==> src/rtl/safety_island_periph_demux_pkg.sv <==
// safety_island_periph_demux_pkg: safety island peripheral address map types
// and the constants shared by the peripheral demultiplexer.
package safety_island_periph_demux_pkg;
  localparam int unsigned AddrWidth = 32;
  localparam int unsigned DataWidth = 32;
  localparam int unsigned NumPorts = 8;
  localparam int unsigned NumRules = 8;
  localparam int unsigned AxiMaxOutTrans = 2;
  localparam int unsigned MaxTrans = AxiMaxOutTrans;
  localparam logic [31:0] ErrRdata = 32'hBADCAB1E;
  typedef enum logic [2:0] {
    PeriphSocCtrl,
    PeriphCoreLocal,
    PeriphBootRom,
    PeriphDebug,
    PeriphEccMgr,
    PeriphTimer,
    PeriphCluster,
    PeriphMailbox
  } periph_outputs_e;
  typedef logic [$clog2(NumPorts+1)-1:0] periph_sel_t;
  typedef struct packed {
    logic [31:0]          idx;
    logic [AddrWidth-1:0] start_addr;
    logic [AddrWidth-1:0] end_addr;
  } addr_map_rule_t;
endpackage

==> src/rtl/safety_island_err_responder.sv <==
// safety_island_err_responder: answers every handshake to an unmapped address
// exactly one cycle later with an error and a fixed read pattern.
module safety_island_err_responder
  import safety_island_periph_demux_pkg::*;
#(
  parameter int unsigned DataWidth = safety_island_periph_demux_pkg::DataWidth,
  parameter int unsigned MaxTrans = safety_island_periph_demux_pkg::MaxTrans,
  parameter logic [DataWidth-1:0] ErrRdata = safety_island_periph_demux_pkg::ErrRdata
) (
  input  logic                 clk,
  input  logic                 rst_n,
  input  logic                 hs,
  output logic                 rvalid,
  output logic [DataWidth-1:0] rdata,
  output logic                 err
);
  logic [$clog2(MaxTrans+1)-1:0] cnt_q;
  logic pend_q;
  assign rvalid = pend_q && cnt_q != '0;
  assign rdata = rvalid ? ErrRdata : '0;
  assign err = rvalid;
  always_ff @(posedge clk or negedge rst_n) begin
    if (!rst_n) begin
      cnt_q <= '0;
      pend_q <= 1'b0;
    end else begin
      cnt_q <= (hs && !rvalid) ? cnt_q + 1'b1 : (!hs && rvalid) ? cnt_q - 1'b1 : cnt_q;
      pend_q <= hs;
    end
  end
endmodule

==> src/rtl/safety_island_periph_demux.sv <==
// safety_island_periph_demux: routes one manager request to a peripheral port by
// address rule, keeping responses in order by stalling on a target change.
module safety_island_periph_demux
  import safety_island_periph_demux_pkg::*;
#(
  parameter int unsigned NumPorts = safety_island_periph_demux_pkg::NumPorts,
  parameter int unsigned NumRules = safety_island_periph_demux_pkg::NumRules,
  parameter int unsigned AddrWidth = safety_island_periph_demux_pkg::AddrWidth,
  parameter int unsigned DataWidth = safety_island_periph_demux_pkg::DataWidth,
  parameter int unsigned MaxTrans = safety_island_periph_demux_pkg::MaxTrans,
  parameter logic [DataWidth-1:0] ErrRdata = safety_island_periph_demux_pkg::ErrRdata,
  parameter type rule_t = addr_map_rule_t
) (
  input  logic                               clk_i,
  input  logic                               rst_ni,
  input  rule_t [NumRules-1:0]               addr_map_i,
  input  logic                               mgr_req_i,
  output logic                               mgr_gnt_o,
  input  logic [AddrWidth-1:0]               mgr_addr_i,
  input  logic                               mgr_we_i,
  input  logic [DataWidth/8-1:0]             mgr_be_i,
  input  logic [DataWidth-1:0]               mgr_wdata_i,
  output logic                               mgr_rvalid_o,
  output logic [DataWidth-1:0]               mgr_rdata_o,
  output logic                               mgr_err_o,
  output logic [NumPorts-1:0]                sub_req_o,
  input  logic [NumPorts-1:0]                sub_gnt_i,
  output logic [AddrWidth-1:0]               sub_addr_o,
  output logic                               sub_we_o,
  output logic [DataWidth/8-1:0]             sub_be_o,
  output logic [DataWidth-1:0]               sub_wdata_o,
  input  logic [NumPorts-1:0]                sub_rvalid_i,
  input  logic [NumPorts-1:0][DataWidth-1:0] sub_rdata_i,
  input  logic [NumPorts-1:0]                sub_err_i,
  output logic                               spurious_rsp_o
);
  localparam int unsigned SelWidth = $clog2(NumPorts + 1);
  localparam int unsigned CntWidth = $clog2(MaxTrans + 1);
  typedef logic [SelWidth-1:0] sel_t;
  localparam sel_t ErrSel = sel_t'(NumPorts);

  sel_t dec, tgt_q;
  logic [CntWidth-1:0] cnt_q;
  logic stall, hs, pop;
  logic err_rvalid, err_err;
  logic [DataWidth-1:0] err_rdata;
  logic [NumPorts:0] gnt_ext, rvalid_ext, err_ext;
  logic [NumPorts:0][DataWidth-1:0] rdata_ext;
  logic [NumPorts-1:0] live;

  // Later rules overwrite earlier ones, so the highest matching index wins.
  always_comb begin
    dec = ErrSel;
    for (int i = 0; i < NumRules; i++)
      if (mgr_addr_i >= addr_map_i[i].start_addr && mgr_addr_i < addr_map_i[i].end_addr)
        dec = addr_map_i[i].idx < NumPorts ? sel_t'(addr_map_i[i].idx) : ErrSel;
  end

  assign stall = (cnt_q == CntWidth'(MaxTrans)) || (cnt_q != '0 && dec != tgt_q);
  assign gnt_ext = {1'b1, sub_gnt_i};
  assign mgr_gnt_o = !stall && gnt_ext[dec];
  assign sub_req_o = (mgr_req_i && !stall && dec != ErrSel) ? NumPorts'(1) << dec : '0;
  assign sub_addr_o = mgr_addr_i;
  assign sub_we_o = mgr_we_i;
  assign sub_be_o = mgr_be_i;
  assign sub_wdata_o = mgr_wdata_i;
  assign hs = mgr_req_i && mgr_gnt_o;

  safety_island_err_responder #(
    .DataWidth(DataWidth),
    .MaxTrans (MaxTrans),
    .ErrRdata (ErrRdata)
  ) u_err (
    .clk   (clk_i),
    .rst_n (rst_ni),
    .hs    (hs && dec == ErrSel),
    .rvalid(err_rvalid),
    .rdata (err_rdata),
    .err   (err_err)
  );

  assign rvalid_ext = {err_rvalid, sub_rvalid_i};
  assign err_ext = {err_err, sub_err_i};
  assign rdata_ext = {err_rdata, sub_rdata_i};
  assign pop = cnt_q != '0 && rvalid_ext[tgt_q];
  assign mgr_rvalid_o = pop;
  assign mgr_rdata_o = pop ? rdata_ext[tgt_q] : '0;
  assign mgr_err_o = pop && err_ext[tgt_q];
  // Only the port holding outstanding work may answer; the shift drops out for the error target.
  assign live = cnt_q != '0 ? NumPorts'(1) << tgt_q : '0;

  always_ff @(posedge clk_i or negedge rst_ni) begin
    if (!rst_ni) begin
      cnt_q <= '0;
      tgt_q <= ErrSel;
      spurious_rsp_o <= 1'b0;
    end else begin
      cnt_q <= (hs && !pop) ? cnt_q + 1'b1 : (!hs && pop) ? cnt_q - 1'b1 : cnt_q;
      if (hs)
        tgt_q <= dec;
      if (|(sub_rvalid_i & ~live))
        spurious_rsp_o <= 1'b1;
    end
  end
endmodule

==> config.mk <==
export PLATFORM = sky130hd
export DESIGN_NAME = safety_island_periph_demux
export DESIGN_NICKNAME = d
export VERILOG_FILES = /design/src/rtl/safety_island_periph_demux_pkg.sv /design/src/rtl/safety_island_err_responder.sv /design/src/rtl/safety_island_periph_demux.sv
export SDC_FILE = /design/constraint.sdc
export NUM_CORES = 1
export LEC_CHECK = 0
export CAP_MARGIN = 20
export CORE_AREA = 2 2 484 486
export CTS_BUF_LIST = sky130_fd_sc_hd__clkbuf_8
export DETAILED_ROUTE_END_ITERATION = 6
export DIE_AREA = 0 0 486 488
export GPL_ROUTABILITY_DRIVEN = 0
export HOLD_SLACK_MARGIN = 0.12
export SLEW_MARGIN = 15
export SYNTH_ARGS = -nofsm -noshare
export SYNTH_HDL_FRONTEND = slang
export SYNTH_HIERARCHICAL = 1
export SYNTH_SLANG_ARGS = --single-unit
==> constraint.sdc <==
create_clock -name clk_i -period 4.9 [get_ports clk_i]
set_input_delay 0.98 -clock clk_i [delete_from_list [all_inputs] [get_ports clk_i]]
set_output_delay 0.98 -clock clk_i [all_outputs]
set_load 0.02 [all_outputs]
## Word-level counts from Yosys, hierarchy flattened

Cells that the tools add are included.

- Register bits: 10
- Latch bits: 0
- RAM bits: 0
- Bits in read-only memories: 0
- Output and inout port bits: 113
- Memories kept: 0

- $add $sub $neg: 4
- Multiply operators: 0
- Div/mod/pow operators: 0
- $lt $le $gt $ge: 26
- Eq/ne operators: 4
- Shift-type cells: 2
- Muxes and demuxes: 32
- Bitwise logic cells: 2
- Reductions and logical operators: 32

Operator list:

| cell | number |
|---|---|
| >= comparator 32 bit | 8 |
| < comparator 32 bit | 8 |
| < comparator 32 x 4 -> 1 bit, second input constant | 8 |
| binary-select mux 32 bit (select 4 bit) | 1 |
| two-way mux 32 bit | 3 |
| two-way mux 4 bit | 16 |
| logical AND 1 bit | 21 |
| two-way mux 8 bit | 2 |
| left shift 1 x 4 -> 8 bit, first input constant | 2 |
| binary-select mux 1 bit (select 4 bit) | 3 |
| < comparator 4 x 5 -> 1 bit, second input constant | 2 |
| bitwise AND 8 bit | 1 |
| two-way mux 2 bit | 4 |
| NOT 8 bit | 1 |
| nonzero test 2 bit | 4 |
| OR reduction 8 bit | 1 |
| logical NOT 1 bit | 5 |
| adder 2 x 1 -> 2 bit, second input constant | 2 |
| equality test 4 bit, second input constant | 1 |
| != test 4 bit | 1 |
| != test 4 bit, second input constant | 1 |
| subtractor 2 x 1 -> 2 bit, second input constant | 2 |
| two-way mux 1 bit | 3 |
| equality test 2 bit, second input constant | 1 |
| logical OR 1 bit | 1 |

## Logic depth before layout (Yosys ltp)

Gate-level depths: netlist (run 1).

- Word-level depth: 21
- Depth in mapped cells: 19
- Gate-level depth less buffers: 18

## Hierarchy

Netlist (run 1), hierarchy kept.

Modules (own cells, without submodules):

| module | instances | cells each | area an instance (µm²) |
|---|---|---|---|
| safety_island_periph_demux | 1 | 2385 | 17526.8 |
| safety_island_err_responder | 1 | 44 | 377.9 |

## Worst setup path after synthesis (run 1)

Ideal clock, no wire load.

- Path kind: input to output
- Start: input mgr_addr_i[0]
- End: output sub_req_o[6]
- Arrival time: 4571 ps
- Data required time: 3920 ps
- Slack: -651 ps
- Stages: 15
- Path buffers: 0
- Path through: inv_1 > ha_1 > nand2b_4 > a2111oi_2 > a2111oi_1 > or4b_4 > a21oi_4 > and3b_1 > o311a_1 > o211ai_4 > xnor2_1 > nor3_2 > a41oi_2 > nand2b_1 > nor3_1

- Longest elaborated chain between the ends: 17
- Elaborated cells between the ends (all ways): 41
- Those cells by class: 16 x order compare; 2 x eq/ne; 1 x shift; 9 x mux; 13 x reduce/logical

RTL lines:

| what | RTL line | text |
|---|---|---|
| start: declaration | safety_island_periph_demux.sv:19 | `input logic [AddrWidth-1:0] mgr_addr_i,` |
| >= comparator 32 bit / < comparator 32 bit (equally long branches) | safety_island_periph_demux.sv:55 | `if (mgr_addr_i >= addr_map_i[i].start_addr && mgr_addr_i < addr_map_i[i].end_addr)` |
| logical AND 1 bit | safety_island_periph_demux.sv:55 |  |
| two-way mux 4 bit (7 in a row) | safety_island_periph_demux.sv:55 |  |
| two-way mux 4 bit * | safety_island_periph_demux.sv:55 |  |
| != test 4 bit | safety_island_periph_demux.sv:59 | `assign stall = (cnt_q == CntWidth'(MaxTrans)) \|\| (cnt_q != '0 && dec != tgt_q);` |
| logical AND 1 bit | safety_island_periph_demux.sv:59 |  |
| logical OR 1 bit | safety_island_periph_demux.sv:59 |  |
| logical NOT 1 bit | safety_island_periph_demux.sv:62 | `assign sub_req_o = (mgr_req_i && !stall && dec != ErrSel) ? NumPorts'(1) << dec : '0;` |
| logical AND 1 bit (2 in a row) | safety_island_periph_demux.sv:62 |  |
| two-way mux 8 bit * | safety_island_periph_demux.sv:62 |  |
| end: declaration | safety_island_periph_demux.sv:26 | `output logic [NumPorts-1:0] sub_req_o,` |

Every way passes the cells marked *; elsewhere a longest branch is shown, timed or not.

## Worst setup path in the final report (run 1)

- Start: input addr_map_i[232] (netlist name)
- End: output sub_req_o[7]

- Longest elaborated chain between the ends: 15
- Elaborated cells between the ends (all ways): 17
- Those cells by class: 1 x order compare; 2 x eq/ne; 1 x shift; 7 x mux; 6 x reduce/logical

RTL lines:

| what | RTL line | text |
|---|---|---|
| start: declaration | safety_island_periph_demux.sv:16 | `input rule_t [NumRules-1:0] addr_map_i,` |
| >= comparator 32 bit * | safety_island_periph_demux.sv:55 |  |
| logical AND 1 bit * | safety_island_periph_demux.sv:55 |  |
| two-way mux 4 bit * (6 in a row) | safety_island_periph_demux.sv:55 |  |
| != test 4 bit | safety_island_periph_demux.sv:59 |  |
| logical AND 1 bit | safety_island_periph_demux.sv:59 |  |
| logical OR 1 bit | safety_island_periph_demux.sv:59 |  |
| logical NOT 1 bit | safety_island_periph_demux.sv:62 |  |
| logical AND 1 bit (2 in a row) | safety_island_periph_demux.sv:62 |  |
| two-way mux 8 bit * | safety_island_periph_demux.sv:62 |  |

Marked as above.

==> results of run 1 <==
synth_stat cells (all sizes together), types with 4 or more instances:
master and n:
and3 9, ha 506, nand2 110, a211o 9, and2 11, a311o 4
nor2b 12, or2 5, a31oi 12, a21oi 233, a2111oi 16, and4 10
o21ai 91, nor2 118, a211oi 27, o21a 16, nand3 101, a221o 7
a41oi 6, xor2 4, nand4b 5, nor3 31, a21o 40, o211ai 18
mux4 68, nand4 93, a221oi 10, inv 520, dfrtp 9, mux2i 5
nand2b 51, xnor2 4, buf 111, or3 6, nor4 61, clkbuf 30
o2111ai 8, a21boi 5
flip-flops by register name (all words and copies together), names as in the netlist:
name / flops
tgt_q: 4
cnt_q: 2
u_err/cnt_q: 2
u_err/pend_q: 1
spurious_rsp_o: 1
worst min path at each step:
| stage | end | from | slack [ns] |
|---|---|---|---|
| after floorplan | cnt_q[1]$_DFFE_PN0P_ | cnt_q[1]$_DFFE_PN0P_ | 0.43 |
| after global placement | cnt_q[1]$_DFFE_PN0P_ | cnt_q[1]$_DFFE_PN0P_ | 0.45 |
| after detailed placement | cnt_q[1]$_DFFE_PN0P_ | cnt_q[1]$_DFFE_PN0P_ | 0.48 |
| after CTS | cnt_q[1]$_DFFE_PN0P_ | cnt_q[1]$_DFFE_PN0P_ | 0.49 |
| after global routing | u_err/cnt_q[1]$_DFFE_PN0P_ | u_err/cnt_q[1]$_DFFE_PN0P_ | 0.50 |
| final | cnt_q[1]$_DFFE_PN0P_ | cnt_q[1]$_DFFE_PN0P_ | 0.49 |
logic make-up (layout without fill, tap and decap cells):
logic type / count (synthesis) / in the layout / synth area share, %
buffers and inverters: 661 / 2124 / 16.4
AO/OA/AOI/OAI: 536 / 536 / 19.0
flip-flops: 10 / 10 / 1.40
other: 1 / 102 / 0.0209
AND/OR/NAND/NOR: 634 / 634 / 18.6
adder cells (fa/ha/maj): 506 / 506 / 35.4
XOR/XNOR: 8 / 8 / 0.391
multiplexers: 73 / 73 / 8.83
cell type report:
| class | instances | share of cell area (%) |
|---|---|---|
| diodes | 89 | 0.568 |
| clock buffers | 4 | 0.140 |
| inverters | 520 | 4.99 |
| multi-input cells | 1770 | 43.9 |
| flip-flops and latches | 10 | 0.673 |
| well taps | 3043 | 9.71 |
| repair buffers | 1600 | 40.0 |
per-stage QoR:
step	instance area (um2)	setup WS (ns)
6_report	39200	-1.27
5_1_grt	39100	-1.33
4_1_cts	37500	-1.40
3_5_place_dp	36000	-2.20
3_3_place_gp	35900	-2.21
2_1_floorplan	18000	-0.439
layer usage:
metal | up-vias | track usage, %
li1 | 11700 | -
met1 | 11900 | 16.2
met2 | 1358 | 23.3
met3 | 441 | 6.52
met4 | 94 | 7.94
met5 | - | 0.857
cells in the final DEF (no fill, tap or decap), drive strengths merged, types with 51 or more instances in the layout:
cell type,n
nor2,118
nand3,101
buf,481
nand2b,51
clkdlybuf4s50,1050
ha,506
inv,519
diode,89
mux4,68
nand4,93
a21oi,233
nand2,110
nor4,61
o21ai,91
where the power goes:
part | internal [mW] | switching (mW)
clock | 0.0709 | 0.0371
sequential | 0.133 | 0.156
combinational | 2.90 | 2.90
total | 3.11 | 3.09
repair_timing:
action / in CTS / in global routing
endpoints found under the hold margin: 0 / 0
pin swaps: 122 / 146
gates resized for setup: 338 / 249
endpoints found under the setup margin: 18 / 18
setup buffers: 33 / 31
==> flow_metrics.py, run 1 <==
metrics = {
    "floorplanning": {
        "core_area_mm2": 0.232,
        "row_count": 177,
        "fp.dieH_um": 488,
        "die_width_um": 486,
        "start_util_pct": 7.72,
        "boundaryPins": 1233,
        "dieArea_mm2": 0.237,
    },
    "grt": {
        "grt.total_usage_pct": 14.6,
        "grt_pass1_wl_mm": 230,
        "antenna_found_initial": 167,
        "grt_pass1_vias": 26100,
        "grt_max_degree": 43,
        "grt-ovfl-total": 0,
    },
    "timing": {
        "setup_violations": 18,
        "setup_tns_ns": -19.56,
        "min_period_over_period_pct": 126,
        "period_minus_slack_ns": 6.17,
        "timing.hold.ws_ns": 0.491,
        "grt_setup_unrepaired": "true",
        "fin_ws_ns": -1.27,
        "slew_headroom_pct": 40.8,
        "final_max_slew_viol_count": 0,
        "hold_violations": 0,
        "fmax_ghz": 0.162,
        "fin_skew_ns": 0.00736,
        "tightestPinTransition_ns": 0.886,
    },
    "worst_setup_path": {
        "cp_slowest_stage_delay_ns": 0.51,
        "critPathLaunchType": "primary input",
        "r2r_setup_slack_ns": 0.81,
        "path_buf_inv": 6,
        "rr_worst_depth": 20,
        "crit_path_cell_trace": "clkdlybuf4s50_1 -> inv_1 -> ha_1 -> nand4_1 -> buf_12 -> buf_4 -> a21oi_4 -> or4b_4 -> a21oi_4 -> buf_6 -> and3b_2 -> o311a_4 -> o211ai_4 -> xnor2_2 -> nor3_4 -> a41oi_4 -> or2_4 -> nor3_4 -> buf_12",
        "endpoint": "sub_req_o[7]",
        "cp_max_fo": 4,
        "reg2reg_to": "u_err/cnt_q[1]$_DFFE_PN0P_",
        "critical_path_required_ns": 3.92,
        "critPathKind": "in -> out",
        "worstPathArrival_ns": 5.19,
        "cp_top_family": "simple AND/OR/NAND/NOR gates",
        "crit_cells": 19,
        "end_kind": "output pin",
        "crit_path_start": "addr_map_i[232]",
        "cp_slowest_cell": "or4b_4",
        "r2r_start": "tgt_q[3]$_DFFE_PN1P_",
    },
    "cells_and_area": {
        "nFillCells": 25900,
        "syn_to_final_growth_pct": 119,
        "multi_input_area_mm2": 0.0172,
        "fin_cells": 7036,
        "nNetsFinal": 5531,
        "drive_above_1_share_pct": 23.9,
        "fin_util_pct": 16.9,
        "register_area_um2": 264,
    },
    "status": {
        "outcome": "finished with violations",
        "failed_checks": "negative setup slack",
    },
    "cts": {
        "clkSlewWorstSetupHoldPaths_ns": 0.06,
        "cts_buffers": 3,
        "root_buffer": "clkbuf_8",
        "postCtsHoldBufs": 0,
        "clock_path_buffers": 2,
        "htree_num_levels": 1,
        "cts_tree": "built",
        "numClockSinks": 10,
        "clk_latency_ns": 0.24,
    },
    "route": {
        "met1Wirelength_mm": 69.6,
        "drc": 0,
        "drt_iter0_drc": 1234,
        "dr.pass1.iters": 7,
        "num_vias": 25500,
        "top_layer": "met5",
        "wl_met2_mm": 81.2,
        "ant_nets": 0,
        "wirelength_mm": 184,
        "wire_per_inst_um": 26.2,
        "dr_wl_met3_mm": 20.7,
        "viasPerCell": 3.62,
    },
    "yosys": {
        "synthFlopType": "dfrtp_1",
        "ys_seq_elements": 10,
        "yosysWarnings": 6,
        "synthArstFlopShare_pct": 100,
        "syn_area_mm2": 0.0179,
        "synthCells": 2429,
        "yosys-top-cells-area": "ha_1 (35%), inv_1 (11%), mux4_2 (8.6%), a21oi_1 (6.5%), buf_4 (4.3%)",
        "synth_edf_count": 0,
        "synth_top_area_cell": "ha_1",
        "yosysUniqueCellTypes": 87,
        "synth_top_area_share_pct": 35.4,
        "ys_seq_area_share_pct": 1.40,
        "avgSynthCellArea_um2": 7.37,
    },
    "min_path": {
        "worst_hold_path.num_cells": 1,
        "timing.hold.worst.class": "reg -> reg",
    },
    "placement": {
        "dpl.hpwl_mm": 169,
        "dpl.cell_count": 6898,
        "port_buffers": 1158,
    },
    "pwr": {
        "finalPower_mw": 6.20,
        "power_density_mw_per_mm2": 158,
        "p_leak_nw": 16.9,
        "ir_worst_vdd_v": 0.000202,
    },
    "job": {
        "drv_cap": 0,
    },
}
Power figures use the tool's default switching activity.
==> run 2: changes to the inputs <==
Settings changed: CAP_MARGIN 20 to unset, MAX_ROUTING_LAYER set to met4.
==> flow_metrics.py, run 2 (synthesized netlist as in run 1, its figures left out) <==
metrics = {
    "status": {
        "outcome": "finished with violations",
        "failed_checks": "negative setup slack",
    },
    "cells_and_area": {
        "largest_reg_flops": 4,
        "reg.largest.list": "tgt_q (4), cnt_q (2), u_err/cnt_q (2)",
        "final_common_cell": "clkdlybuf4s50_1",
        "nNetsFinal": 5514,
        "fin_util_pct": 16.7,
        "register_area_um2": 264,
        "regMostFlops": "tgt_q",
        "final_cell_mix": "clkdlybuf4s50_1 (1,071), inv_1 (489), ha_1 (444)",
        "nFillCells": 26000,
        "multi_input_area_mm2": 0.0167,
        "drive_above_1_share_pct": 21.6,
        "syn_to_final_growth_pct": 116,
    },
    "pwr": {
        "ir_worst_vdd_v": 0.000197,
        "switching_share_pct": 50.1,
        "p_clk_share_pct": 1.8,
        "p_leak_nw": 16.7,
        "switching_power_mw": 3.06,
        "power_density_mw_per_mm2": 158,
        "p_seq_share_pct": 4.7,
        "p_int_mw": 3.05,
        "comb_power_share_pct": 93.6,
    },
    "min_path": {
        "worst_hold_path.num_cells": 1,
        "timing.hold.worst.class": "reg -> reg",
        "holdPathEnd": "u_err/cnt_q[1]$_DFFE_PN0P_",
        "min_from": "u_err/cnt_q[1]$_DFFE_PN0P_",
    },
    "placement": {
        "port_buffers": 1158,
        "dpl.hpwl_mm": 169,
    },
    "timing": {
        "timing.hold.ws_ns": 0.490,
        "fin_ws_ns": -1.39,
        "period_minus_slack_ns": 6.29,
        "slew_headroom_pct": 38.6,
        "grt_setup_unrepaired": "true",
        "tightestPinTransition_ns": 0.919,
        "fmax_ghz": 0.159,
        "setup_violations": 18,
        "fin_skew_ns": 0.00409,
        "setup_tns_ns": -16.90,
        "hold_violations": 0,
        "final_max_slew_viol_count": 0,
        "min_period_over_period_pct": 128,
    },
    "cts": {
        "numClockSinks": 10,
        "postCtsHoldBufs": 0,
        "clk_latency_ns": 0.24,
        "clock_path_buffers": 2,
        "cts_tree": "built",
        "htree_num_levels": 1,
        "cts_buffers": 3,
        "clkSlewWorstSetupHoldPaths_ns": 0.06,
        "root_buffer": "clkbuf_8",
    },
    "route": {
        "dr.pass1.iters": 5,
        "wirelength_mm": 184,
        "ant_nets": 0,
        "viasPerCell": 3.58,
        "wire_per_inst_um": 26.0,
        "drc": 0,
        "num_vias": 25300,
        "drt_iter0_drc": 1279,
    },
    "worst_setup_path": {
        "critPathKind": "in -> out",
        "cp_max_fo": 3,
        "reg2reg_to": "u_err/cnt_q[1]$_DFFE_PN0P_",
        "rr_worst_depth": 15,
        "r2r_setup_slack_ns": 1.30,
        "worstPathArrival_ns": 5.31,
        "critical_path_required_ns": 3.92,
        "r2r_start": "tgt_q[3]$_DFFE_PN1P_",
        "end_kind": "output pin",
        "critPathLaunchType": "primary input",
    },
    "grt": {
        "grt-ovfl-total": 0,
        "grt.total_usage_pct": 15.1,
        "grt_max_degree": 43,
        "grt_pass1_wl_mm": 231,
        "antenna_found_initial": 165,
        "grt_pass1_vias": 26200,
    },
    "floorplanning": {
        "start_util_pct": 7.72,
        "dieArea_mm2": 0.237,
        "die_width_um": 486,
        "core_area_mm2": 0.232,
        "boundaryPins": 1233,
        "row_count": 177,
        "fp.dieH_um": 488,
    },
    "job": {
        "drv_cap": 0,
    },
}
==> run 2: final cells by class <==
type                       instances  share of cell area (%)
multi-input combinational       1770                    43.2
timing repair buffer            1583                    40.1
clock buffer                       4                   0.142
tap                             3043                    9.84
antenna                          144                   0.931
sequential                        10                   0.682
inverter                         520                    5.05
==> run 2: worst max-delay path by stage <==
stage	startpoint	end	slack (ns)
final	addr_map_i[49]	sub_req_o[3]	-1.39
after global routing	addr_map_i[6]	sub_req_o[3]	-1.48
after CTS	mgr_addr_i[0]	sub_req_o[5]	-1.42
after detailed placement	addr_map_i[9]	sub_req_o[4]	-2.25
after global placement	addr_map_i[9]	sub_req_o[0]	-2.21
after floorplan	mgr_addr_i[0]	sub_req_o[0]	-0.44
==> run 2: through the flow <==
step,area [um2],instances,power (mW),setup slack [ns]
floorplan,18000,2441,2.78,-0.439
global placement,35900,6897,5.50,-2.21
detailed placement,35900,6897,5.59,-2.25
CTS,37100,6908,5.91,-1.42
global route,38600,7056,6.55,-1.48
finish,38700,7074,6.10,-1.39
==> run 2: per-layer routing <==
| metal | GRT usage (%) | share of wire, % |
|---|---|---|
| met4 | 7.40 | 5.8 |
| met2 | 23.4 | 45 |
| met1 | 16.3 | 38 |
| met3 | 6.57 | 11 |
| met5 | - | 0 |
==> run 2: critical path: stages <==
cell	delay (ns)
clkdlybuf4s50_1	0.48
inv_1	0.05
ha_1	0.31
a21oi_1	0.15
o21ai_0	0.21
a221oi_2	0.38
o31ai_4	0.12
buf_4	0.17
a221oi_4	0.29
or2_4	0.25
buf_4	0.12
buf_6	0.08
o21a_1	0.11
o21ai_0	0.09
o22ai_2	0.22
mux2i_2	0.31
a41oi_4	0.26
or2_4	0.33
buf_12	0.14
nor2_4	0.12
buf_12	0.12
==> run 2: what timing repair did <==
action | 4_1_cts | 5_1_grt
gates resized for setup | 232 | 230
buffers inserted | 17 | 28
setup endpoints to repair | 18 | 18
pin swaps | 85 | 119
==> run 2: power groups by stage <==
stage / Clock [mW] / Sequential, mW / Combinational (mW)
after floorplan: 0 / 0.150 / 2.63
final: 0.108 / 0.284 / 5.71
after global placement: 0 / 0.280 / 5.22
after detailed placement: 0 / 0.287 / 5.30
after CTS: 0.109 / 0.286 / 5.52
after global routing: 0.114 / 0.298 / 6.13
